<file path="src/rtl/mips16_pkg.sv">
// mips16_pkg: shared definitions for the 16-bit MIPS multi-cycle control path.
// Holds the opcode map, the control FSM state enum, the ALU-op and ALU
// B-source encodings, the decoded control word, and opcode helpers.
package mips16_pkg;

  // Opcodes, IR[15:12]
  localparam logic [3:0] OP_ADD  = 4'b0000;
  localparam logic [3:0] OP_SUB  = 4'b0001;
  localparam logic [3:0] OP_AND  = 4'b0010;
  localparam logic [3:0] OP_OR   = 4'b0011;
  localparam logic [3:0] OP_ADDI = 4'b0100;
  localparam logic [3:0] OP_LW   = 4'b0101;
  localparam logic [3:0] OP_SW   = 4'b0110;
  localparam logic [3:0] OP_SLT  = 4'b0111;
  localparam logic [3:0] OP_BEQ  = 4'b1000;
  localparam logic [3:0] OP_BNE  = 4'b1001;

  // ALU op encodings, shared with the ALU
  localparam logic [2:0] ALU_AND = 3'b000;
  localparam logic [2:0] ALU_OR  = 3'b001;
  localparam logic [2:0] ALU_ADD = 3'b010;
  localparam logic [2:0] ALU_SUB = 3'b110;
  localparam logic [2:0] ALU_SLT = 3'b111;

  // ALU B-input select
  localparam logic [1:0] SRCB_REG    = 2'b00;
  localparam logic [1:0] SRCB_TWO    = 2'b01;
  localparam logic [1:0] SRCB_IMM    = 2'b10;
  localparam logic [1:0] SRCB_IMM_SH = 2'b11;

  typedef enum logic [3:0] {
    ST_FETCH, ST_DECODE, ST_MEMADR, ST_MEMRD, ST_MEMWB,
    ST_MEMWR, ST_EXEC, ST_RWB, ST_BRANCH, ST_HALT
  } state_e;

  // Coarse opcode class used to steer DECODE
  typedef enum logic [1:0] { CLS_MEM, CLS_ALU, CLS_BR, CLS_ILL } op_cls_e;

  typedef struct packed {
    logic       mem_req;
    logic       mem_we;
    logic       i_or_d;
    logic       ir_write;
    logic       pc_write;
    logic       pc_src;
    logic       alu_src_a;
    logic [1:0] alu_src_b;
    logic [2:0] alu_ctrl;
    logic       reg_dst;
    logic       mem_to_reg;
    logic       reg_write;
    logic       instr_done;
  } ctrl_t;

  function automatic op_cls_e op_class(input logic [3:0] op);
    case (op)
      OP_LW, OP_SW:                                       return CLS_MEM;
      OP_ADD, OP_SUB, OP_AND, OP_OR, OP_SLT, OP_ADDI:     return CLS_ALU;
      OP_BEQ, OP_BNE:                                     return CLS_BR;
      default:                                            return CLS_ILL;
    endcase
  endfunction

  // ALU op for an R-type opcode (ADD for anything else)
  function automatic logic [2:0] rtype_alu(input logic [3:0] op);
    case (op)
      OP_SUB:  return ALU_SUB;
      OP_AND:  return ALU_AND;
      OP_OR:   return ALU_OR;
      OP_SLT:  return ALU_SLT;
      default: return ALU_ADD;
    endcase
  endfunction

endpackage

</file>
<file path="src/rtl/multicycle_ctrl_if.sv">
// multicycle_ctrl_if: handshake to the single shared memory.
//   mem_req   - access request, held until mem_ready
//   mem_we    - access is a write
//   i_or_d    - address select: 0 = PC, 1 = ALUOut
//   mem_ready - memory completed the current request
// master: control FSM side. slave: memory side.
interface multicycle_ctrl_if;
  logic mem_req;
  logic mem_we;
  logic i_or_d;
  logic mem_ready;

  modport master (output mem_req, output mem_we, output i_or_d, input mem_ready);
  modport slave  (input mem_req, input mem_we, input i_or_d, output mem_ready);
endinterface

</file>
<file path="src/rtl/multicycle_ctrl_out_decode.sv">
// mctrl_out_decode: combinational state + opcode -> control word.
// Ports:
//   reset     in  forces every strobe low while high
//   state     in  current FSM state
//   opcode    in  IR[15:12]
//   alu_zero  in  ALU zero flag (branch resolution)
//   mem_ready in  memory handshake (gates fetch writes and MEMWR completion)
//   ctrl      out decoded control word
module mctrl_out_decode
  import mips16_pkg::*;
(
  input  logic       reset,
  input  state_e     state,
  input  logic [3:0] opcode,
  input  logic       alu_zero,
  input  logic       mem_ready,
  output ctrl_t      ctrl
);

  always_comb begin
    ctrl          = '0;
    ctrl.alu_ctrl = ALU_ADD;
    case (state)
      ST_FETCH: begin
        ctrl.mem_req   = 1'b1;
        ctrl.alu_src_b = SRCB_TWO;
        ctrl.ir_write  = mem_ready;
        ctrl.pc_write  = mem_ready;   // pc_src stays 0: PC <= PC + 2
      end
      ST_DECODE: begin
        ctrl.alu_src_b = SRCB_IMM_SH; // branch target into ALUOut
      end
      ST_MEMADR: begin
        ctrl.alu_src_a = 1'b1;
        ctrl.alu_src_b = SRCB_IMM;
      end
      ST_MEMRD: begin
        ctrl.mem_req = 1'b1;
        ctrl.i_or_d  = 1'b1;
      end
      ST_MEMWB: begin
        ctrl.reg_write  = 1'b1;
        ctrl.mem_to_reg = 1'b1;
        ctrl.instr_done = 1'b1;
      end
      ST_MEMWR: begin
        ctrl.mem_req    = 1'b1;
        ctrl.mem_we     = 1'b1;
        ctrl.i_or_d     = 1'b1;
        ctrl.instr_done = mem_ready;
      end
      ST_EXEC: begin
        ctrl.alu_src_a = 1'b1;
        if (opcode == OP_ADDI) begin
          ctrl.alu_src_b = SRCB_IMM;
        end else begin
          ctrl.alu_src_b = SRCB_REG;
          ctrl.alu_ctrl  = rtype_alu(opcode);
        end
      end
      ST_RWB: begin
        ctrl.reg_write  = 1'b1;
        ctrl.reg_dst    = (opcode != OP_ADDI);
        ctrl.instr_done = 1'b1;
      end
      ST_BRANCH: begin
        ctrl.alu_src_a  = 1'b1;
        ctrl.alu_src_b  = SRCB_REG;
        ctrl.alu_ctrl   = ALU_SUB;
        ctrl.pc_src     = 1'b1;
        ctrl.pc_write   = (opcode == OP_BEQ) ? alu_zero : ~alu_zero;
        ctrl.instr_done = 1'b1;
      end
      default: ;  // HALT: everything idle
    endcase

    // Strobes must drop in the same cycle reset rises, whatever the state
    if (reset) begin
      ctrl.mem_req    = 1'b0;
      ctrl.mem_we     = 1'b0;
      ctrl.ir_write   = 1'b0;
      ctrl.pc_write   = 1'b0;
      ctrl.reg_write  = 1'b0;
      ctrl.instr_done = 1'b0;
    end
  end

endmodule

</file>
<file path="src/rtl/multicycle_ctrl.sv">
// multicycle_ctrl: control FSM for the multi-cycle 16-bit MIPS datapath.
// Sequences fetch/decode/execute/memory/writeback over a shared memory,
// one ALU, IR, PC and the register file, and counts retired instructions.
// Ports:
//   clk, reset          clock, synchronous active-high reset
//   opcode              IR[15:12]
//   alu_zero            ALU zero flag
//   mem                 memory handshake (multicycle_ctrl_if.master)
//   ir_write..reg_write datapath control strobes/selects
//   instr_done          pulse on the last cycle of each instruction
//   retired             completed-instruction count (wraps)
//   halted              FSM parked in HALT
// Build option: MCTRL_ILLEGAL_HALT_EN - illegal opcode parks the FSM in HALT
// until reset; otherwise an illegal opcode is a NOP and halted is tied 0.
module multicycle_ctrl
  import mips16_pkg::*;
#(
  parameter int CNT_W = 16
) (
  input  logic                 clk,
  input  logic                 reset,
  input  logic [3:0]           opcode,
  input  logic                 alu_zero,
  multicycle_ctrl_if.master    mem,
  output logic                 ir_write,
  output logic                 pc_write,
  output logic                 pc_src,
  output logic                 alu_src_a,
  output logic [1:0]           alu_src_b,
  output logic [2:0]           alu_ctrl,
  output logic                 reg_dst,
  output logic                 mem_to_reg,
  output logic                 reg_write,
  output logic                 instr_done,
  output logic [CNT_W-1:0]     retired,
  output logic                 halted
);

  state_e           state_q, state_d;
  logic [CNT_W-1:0] retired_q, retired_d;
  ctrl_t            ctrl;

  mctrl_out_decode u_dec (
    .reset     (reset),
    .state     (state_q),
    .opcode    (opcode),
    .alu_zero  (alu_zero),
    .mem_ready (mem.mem_ready),
    .ctrl      (ctrl)
  );

  always_comb begin
    state_d = state_q;
    case (state_q)
      ST_FETCH:  if (mem.mem_ready) state_d = ST_DECODE;
      ST_DECODE: begin
        case (op_class(opcode))
          CLS_MEM: state_d = ST_MEMADR;
          CLS_ALU: state_d = ST_EXEC;
          CLS_BR:  state_d = ST_BRANCH;
          default: begin
`ifdef MCTRL_ILLEGAL_HALT_EN
            state_d = ST_HALT;
`else
            state_d = ST_FETCH;
`endif
          end
        endcase
      end
      ST_MEMADR: state_d = (opcode == OP_SW) ? ST_MEMWR : ST_MEMRD;
      ST_MEMRD:  if (mem.mem_ready) state_d = ST_MEMWB;
      ST_MEMWR:  if (mem.mem_ready) state_d = ST_FETCH;
      ST_EXEC:   state_d = ST_RWB;
      ST_MEMWB, ST_RWB, ST_BRANCH: state_d = ST_FETCH;
      ST_HALT:   state_d = ST_HALT;
      default:   state_d = ST_FETCH;
    endcase

    retired_d = retired_q + CNT_W'(ctrl.instr_done);
  end

  always_ff @(posedge clk) begin
    if (reset) begin
      state_q   <= ST_FETCH;
      retired_q <= '0;
    end else begin
      state_q   <= state_d;
      retired_q <= retired_d;
    end
  end

  assign mem.mem_req = ctrl.mem_req;
  assign mem.mem_we  = ctrl.mem_we;
  assign mem.i_or_d  = ctrl.i_or_d;
  assign ir_write    = ctrl.ir_write;
  assign pc_write    = ctrl.pc_write;
  assign pc_src      = ctrl.pc_src;
  assign alu_src_a   = ctrl.alu_src_a;
  assign alu_src_b   = ctrl.alu_src_b;
  assign alu_ctrl    = ctrl.alu_ctrl;
  assign reg_dst     = ctrl.reg_dst;
  assign mem_to_reg  = ctrl.mem_to_reg;
  assign reg_write   = ctrl.reg_write;
  assign instr_done  = ctrl.instr_done;
  assign retired     = retired_q;

`ifdef MCTRL_ILLEGAL_HALT_EN
  assign halted = (state_q == ST_HALT);
`else
  assign halted = 1'b0;
`endif

endmodule

</file>
<file path="src/flat_wrapper.sv">
// flat-port wrapper written by rule: the top's interface ports become plain ports
module multicycle_ctrl_flat import mips16_pkg::*;
#(
  parameter int CNT_W = 16
)
  (clk, reset, opcode, alu_zero, ir_write, pc_write, pc_src, alu_src_a, alu_src_b, alu_ctrl, reg_dst, mem_to_reg, reg_write, instr_done, retired, halted, mem_mem_req, mem_mem_we, mem_i_or_d, mem_mem_ready);
  multicycle_ctrl_if mem_i ();
  input  logic clk;
  input  logic reset;
  input  logic [3:0] opcode;
  input  logic alu_zero;
  output logic ir_write;
  output logic pc_write;
  output logic pc_src;
  output logic alu_src_a;
  output logic [1:0] alu_src_b;
  output logic [2:0] alu_ctrl;
  output logic reg_dst;
  output logic mem_to_reg;
  output logic reg_write;
  output logic instr_done;
  output logic [CNT_W-1:0] retired;
  output logic halted;
  output wire logic [$bits(mem_i.mem_req)-1:0] mem_mem_req;
  output wire logic [$bits(mem_i.mem_we)-1:0] mem_mem_we;
  output wire logic [$bits(mem_i.i_or_d)-1:0] mem_i_or_d;
  input wire logic [$bits(mem_i.mem_ready)-1:0] mem_mem_ready;
  assign mem_mem_req = mem_i.mem_req;
  assign mem_mem_we = mem_i.mem_we;
  assign mem_i_or_d = mem_i.i_or_d;
  assign mem_i.mem_ready = mem_mem_ready;
  multicycle_ctrl #(.CNT_W(CNT_W)) u_core (.clk(clk), .reset(reset), .opcode(opcode), .alu_zero(alu_zero), .mem(mem_i), .ir_write(ir_write), .pc_write(pc_write), .pc_src(pc_src), .alu_src_a(alu_src_a), .alu_src_b(alu_src_b), .alu_ctrl(alu_ctrl), .reg_dst(reg_dst), .mem_to_reg(mem_to_reg), .reg_write(reg_write), .instr_done(instr_done), .retired(retired), .halted(halted));
endmodule
</file>
<file path="config.mk">
export PLATFORM = sky130hd
export DESIGN_NAME = multicycle_ctrl_flat
export DESIGN_NICKNAME = d
export VERILOG_FILES = /design/src/rtl/mips16_pkg.sv /design/src/rtl/multicycle_ctrl_if.sv /design/src/rtl/multicycle_ctrl_out_decode.sv /design/src/rtl/multicycle_ctrl.sv /design/src/flat_wrapper.sv
export SDC_FILE = /design/constraint.sdc
export NUM_CORES = 1
export LEC_CHECK = 0
export ABC_AREA = 1
export CORE_MARGIN = 1.5
export CORE_UTILIZATION = 40
export CTS_BUF_LIST = sky130_fd_sc_hd__clkbuf_16
export DETAILED_ROUTE_END_ITERATION = 7
export GPL_ROUTABILITY_DRIVEN = 0
export GPL_TIMING_DRIVEN = 0
export MAX_ROUTING_LAYER = met4
export PLACE_DENSITY = 0.81
export SKIP_CTS_REPAIR_TIMING = 1
export SYNTH_ARGS = -nofsm -noshare
export SYNTH_HDL_FRONTEND = slang
export SYNTH_SLANG_ARGS = --single-unit
</file>
<file path="constraint.sdc">
create_clock -name clk -period 3.25 [get_ports clk]
set_input_delay 0.325 -clock clk [delete_from_list [all_inputs] [get_ports clk]]
set_output_delay 0.325 -clock clk [all_outputs]
set_load 0.02 [all_outputs]
</file>
### After elaboration in Yosys (flattened, before gate mapping)

Memories as Yosys holds them, arrays and structs flattened.
Index checks and enable logic that the tools add are counted.

| cells by class | value |
|---|---|
| $add $sub $neg | 1 |
| equality and inequality tests | 22 |
| muxes and demuxes | 27 |
| bitwise operators | 1 |
| reduce and logical (&&, ||, !) cells | 8 |

Operators by type and width:

| kind | number |
|---|---|
| == test 4 x 3 -> 1 bit, second input constant | 7 |
| case mux 4 bit (7 select lines) | 1 |
| adder 16 x 1 -> 16 bit | 1 |
| == test 4 x 2 -> 1 bit, second input constant | 4 |
| == test 4 bit, second input constant | 3 |
| 2-to-1 mux 4 bit | 3 |
| case mux 3 bit (4 select lines) | 1 |
| case mux 4 bit (3 select lines) | 1 |
| 2-to-1 mux 1 bit | 10 |
| 2-to-1 mux 2 bit | 5 |
| OR reduction 3 bit | 3 |
| == test 4 x 1 -> 1 bit, second input constant | 2 |
| case mux 2 bit (4 select lines) | 1 |
| 2-to-1 mux 3 bit | 2 |
| != test 2 bit, second input constant | 3 |
| case mux 3 bit (2 select lines) | 1 |
| logical NOT 4 bit | 1 |
| != test 4 x 3 -> 1 bit, second input constant | 1 |
| case mux 1 bit (2 select lines) | 2 |
| OR reduction 2 bit | 2 |
| AND reduction 3 bit | 1 |
| == test 2 x 1 -> 1 bit, second input constant | 1 |
| == test 2 bit, second input constant | 1 |
| logical NOT 2 bit | 1 |
| NOT 1 bit | 1 |

| storage, ports and cells | value |
|---|---|
| register bits after elaboration | 20 |
| ROM bits | 32 |
| input port bits | 8 |
| output and inout port bits | 33 |
| logic and storage cells | 62 |
| memories | 1 |

Memory list:

| memory | depth | bits a word | read ports | clocked after memory_dff | wr ports | RTL line | text |
|---|---|---|---|---|---|---|---|
| (no name shown) | 16 | 2 | 1 | 0 | 0 | mips16_pkg.sv:56 | `case (op)` |

### Longest topological paths before layout

| logic depth | value |
|---|---|
| depth after elaboration | 5 |
| gate-level depth with buffers | 17 |
| gate-level depth less buffers | 17 |

### By module

A second synthesis with hierarchy kept.

| unflattened totals | value |
|---|---|
| cells, all modules | 216 |
| area, all modules | 1325.0 um^2 |

By module, submodules not included:

| module | instances | cells an instance | area an instance (um^2) | seq. area each (um^2) |
|---|---|---|---|---|
| multicycle_ctrl | 1 | 157 | 1041.0 | 400.4 |
| mctrl_out_decode | 1 | 59 | 284.0 | 0.0 |

### Least setup slack after synthesis

No wires, ideal clock.

| path | value |
|---|---|
| path type | reg-to-reg |
| start | reg u_core.state_q[1] |
| end | reg u_core.retired_q[10] (netlist: u_core.retired[10]) |
| setup time | 0.116 ns |
| arrival | 2.479 ns |
| data required time | 3.134 ns |
| slack | 0.655 ns |
| stages on the path, launching flop included | 15 |
| buffers on the path | 0 |
| clock period less this slack | 2.595 ns |
| cell sequence | dfxtp_1 > nor2_2 > inv_2 > nor3_2 > inv_1 > a31oi_1 > ha_1 > ha_1 > nand2_1 > nor2_1 > nand2_2 > nor2_4 > nand2_1 > o21ai_0 > nor2_1 |

| between the ends | value |
|---|---|
| word-level cells in the longest chain between the ends | 5 |
| elaborated cells on any way between the ends | 8 |
| those cells by class | 1 x add/sub; 4 x eq/ne; 2 x mux; 1 x reduce/logical |

Ends and longest elaborated chain:

| item | RTL line | text |
|---|---|---|
| start, declared | multicycle_ctrl.sv:39 | `state_e state_q, state_d;` |
| start signal, assigned | multicycle_ctrl.sv:87 | `state_q <= state_d;` |
| == test 4 bit / == test 4 x 3 -> 1 bit (equally long branches) | multicycle_ctrl_out_decode.sv:23 | `case (state)` |
| OR reduction 3 bit (no line) | -- |  |
| case mux 1 bit (2 select lines) * | multicycle_ctrl_out_decode.sv:23 |  |
| 2-to-1 mux 2 bit * | multicycle_ctrl_out_decode.sv:78 | `if (reset) begin` |
| via instr_done | flat_wrapper.sv:21 | `output logic instr_done;` |
| adder 16 x 1 -> 16 bit * | multicycle_ctrl.sv:79 | `retired_d = retired_q + CNT_W'(ctrl.instr_done);` |
| end signal, assigned | multicycle_ctrl.sv:88 | `retired_q <= retired_d;` |
| end, declared | multicycle_ctrl.sv:40 | `logic [CNT_W-1:0] retired_q, retired_d;` |

Mark *: on every way through the listed nets, which the timed path passes. The rest lies on a longest branch.
A chain may end at the register's enable or synchronous reset.

### Worst setup path in the final report

| path | value |
|---|---|
| start | in opcode[0] |
| end | out alu_ctrl[2] |

| between the ends | value |
|---|---|
| word-level cells in the longest chain between the ends | 4 |
| elaborated cells on any way between the ends | 8 |
| those cells by class | 5 x eq/ne; 3 x mux |

Ends and longest elaborated chain:

| item | RTL line | text |
|---|---|---|
| start, declared | flat_wrapper.sv:10 | `input logic [3:0] opcode;` |
| == test 4 x 3 -> 1 bit (tied with other cells) | mips16_pkg.sv:66 | `case (op)` |
| case mux 3 bit (4 select lines) | mips16_pkg.sv:66 |  |
| 2-to-1 mux 3 bit * | multicycle_ctrl_out_decode.sv:54 | `if (opcode == OP_ADDI) begin` |
| case mux 3 bit (2 select lines) * | multicycle_ctrl_out_decode.sv:23 |  |
| end, declared | flat_wrapper.sv:17 | `output logic [2:0] alu_ctrl;` |

Every way passes the cells marked *; elsewhere a longest branch is shown, timed or not.

==> impl_metrics.toml <==
[clocking]
clk_root_buffer_cell = "clkbuf_16"
cts_buffers = 3
clk_latency_ns = 0.25
cts_tree = "built"
clockBufferDepth = 2
cts.clk_slew.worst_paths_ns = 0.06
cts.sinks = 20
htreeDepth = 1

[global_routing]
grt_pass1_vias = 1258
antenna_found_initial = 0
grt_remaining_overflow = 0
grt_pass1_wl_um = 5188
grt_max_degree = 13
grtUsageTotal_pct = 18.70

[logic_synthesis]
synth-warning-count = 0
synth-simple-area-share_pct = 39.04
synthesis.area_um2 = 1353
netlist_top_cells_count = "nand2_1, nor2_1, inv_1"
synth_xor_area_share_pct = 1.295
synthMostInstantiatedCell = "nand2_1"
synth_mux_area_share_pct = 0
yosys.area.top_type = "dfxtp_1"
synth_edf_count = 0
synth-seq-area-share_pct = 29.60
synthAdderAreaFrac_pct = 5.550
ys.flop_type = "dfxtp_1"
synthArstFlopShare_pct = 0
synth_area_leaders = "dfxtp_1, nand2_1, nor2_1, inv_1, ha_1"
avgSynthCellArea_um2 = 6.233
synth_cell_types = 28
synth_top_cell_area_share_pct = 29.60
yosys_register_bits = 20
synth_top_family_by_area = "simple AND/OR/NAND/NOR gates"
syn_nets = 231
synth-compound-area-share_pct = 11.19
postSynthCellCount = 217

[sta]
slew_headroom_pct = 65.32
max_freq_mhz = 396.3
rsz0062_at_grt = "false"
hold_viol_final = 0
tightest_slew_ns = 0.5203
setup_violations = 0
maxSlewViolCount = 0
fin_tns_setup_ns = 0
setup_slack_ns = 0.7265
skew_ns = 0.005986
final.period_utilization_pct = 77.65
period_needed_ns = 2.523

[placed_design]
preCtsSetupSlack_ns = 0.7162
dp_hpwl_um = 2419
io_buffers = 38
dp_cells = 299
place_area_um2 = 1788

[cells_and_area]
stdcell_count = 303
fillCellCount = 299
nets = 274
seq_area_um2 = 400.4
antennaDiodeCount = 0
drive_gt1_share_pct = 11.20
multiInputGateArea_um2 = 775.7
fin_area_um2 = 1893
post-route-util_pct = 60.52
synthToLayoutAreaGrowth_pct = 39.96

[run]
maxCapViolCount = 0

[power_and_ir_drop]
power_density_nw_per_um2 = 400.6
leakagePower_nw = 0.8047
irDropWorstVdd_mv = 0.2728

[route]
drt.antenna.violating_nets = 0
drtIter0Drc = 57
vias_per_cell = 4.693
avgRoutedWirePerCell_um = 10.25
num_vias = 1422
drc_errors = 0
first_pass_iters = 4
wl_um = 3107

[worst_setup_path]
crit_required_ns = 2.92
crit_fanout = 3
cp-start-kind = "input port"
critPathKind = "input port to primary output"
cp-end-kind = "primary output"
arrival_ns = 2.20
reg2reg_setup_slack_ns = 0.90

[worst_hold_path]
hold_path_class = "input port to flip-flop"

[outcome]
status = "completed"

[floorplanning]
io_pins = 41
die_w_um = 61.15
rows = 20
core_um2 = 3128
start_util_pct = 43.24
die_area_um2 = 3739
die_h_um = 61.15
==> power breakdown <==
| group | total, mW | internal [mW] | switching, mW |
|---|---|---|---|
| sequential | 0.260 | 0.252 | 0.00858 |
| combinational | 0.164 | 0.0673 | 0.0962 |
| clock | 0.335 | 0.244 | 0.0906 |
| total | 0.758 | 0.563 | 0.195 |
==> cell families after synthesis <==
kind of cell               Yosys count
DFF                                 20
adders and majority gates            6
and+or+nand+nor                    116
other                                1
AOI/OAI and AO/OA                   28
buffers and inverters               44
xor gates and xnor gates             2
==> final timing paths <==
check / from / endpoint / depth (start not counted)
worst max-delay path: opcode[0] / alu_ctrl[2] / 8
worst min-delay path: reset / u_core.retired[14] / 2
worst max register to register: u_core.state_q[1] / u_core.retired[10] / 14
worst min register to register: u_core.retired[14] / u_core.retired[14] / 2
==> cell type report <==
cell class / instances / area share, %
clock inverter: 1 / 1.586
timing repair buffer: 38 / 20.09
sequential: 20 / 21.15
multi-input combinational: 153 / 40.98
tap: 44 / 2.908
buffer: 3 / 1.190
clock buffer: 3 / 3.966
inverter: 41 / 8.130
==> registers in the layout, indices dropped and copies added (netlist names) <==
| register | flops |
|---|---|
| u_core.retired | 16 |
| u_core.state_q | 4 |
==> metal layers <==
metal | track usage [%] | vias to the layer above | share of wire [%]
li1 | - | 752 | -
met1 | 23.62 | 627 | 49
met2 | 31.46 | 41 | 47
met3 | 4.622 | 2 | 4.3
met4 | 1.553 | 0 | 0.26
met5 | - | - | 0
==> stage by stage <==
step           total power [mW]  hold slack [ns]
6_report                 0.7584           0.2882
2_1_floorplan            0.3671           0.4861
3_5_place_dp             0.4276           0.4868
4_1_cts                  0.7629           0.2863
3_3_place_gp             0.4265           0.4731
5_1_grt                  0.7960           0.2829
==> worst max-delay path, cell delays in order <==
cell and delay, ns:
clkdlybuf4s50_1 0.52, inv_1 0.08, ha_1 0.21, nand3_1 0.10, nand2_1 0.11, o21bai_1 0.17
nand2_1 0.07, clkdlybuf4s50_1 0.61
==> cell usage in the layout, fill, tap and decap left out, types with 2 or more instances in the layout <==
cell type / instances
xor2_1: 2
o21ai_1: 4
nand3_1: 10
o21ai_0: 8
nor2_1: 35
nor2_2: 4
nand2_1: 48
inv_2: 7
a21oi_1: 11
inv_1: 34
nand2_2: 5
clkdlybuf4s50_1: 38
dfxtp_1: 20
nor3_1: 5
nand4_1: 3
clkbuf_16: 3
nor2_4: 3
ha_1: 6
(Power assumes the default switching activity.)
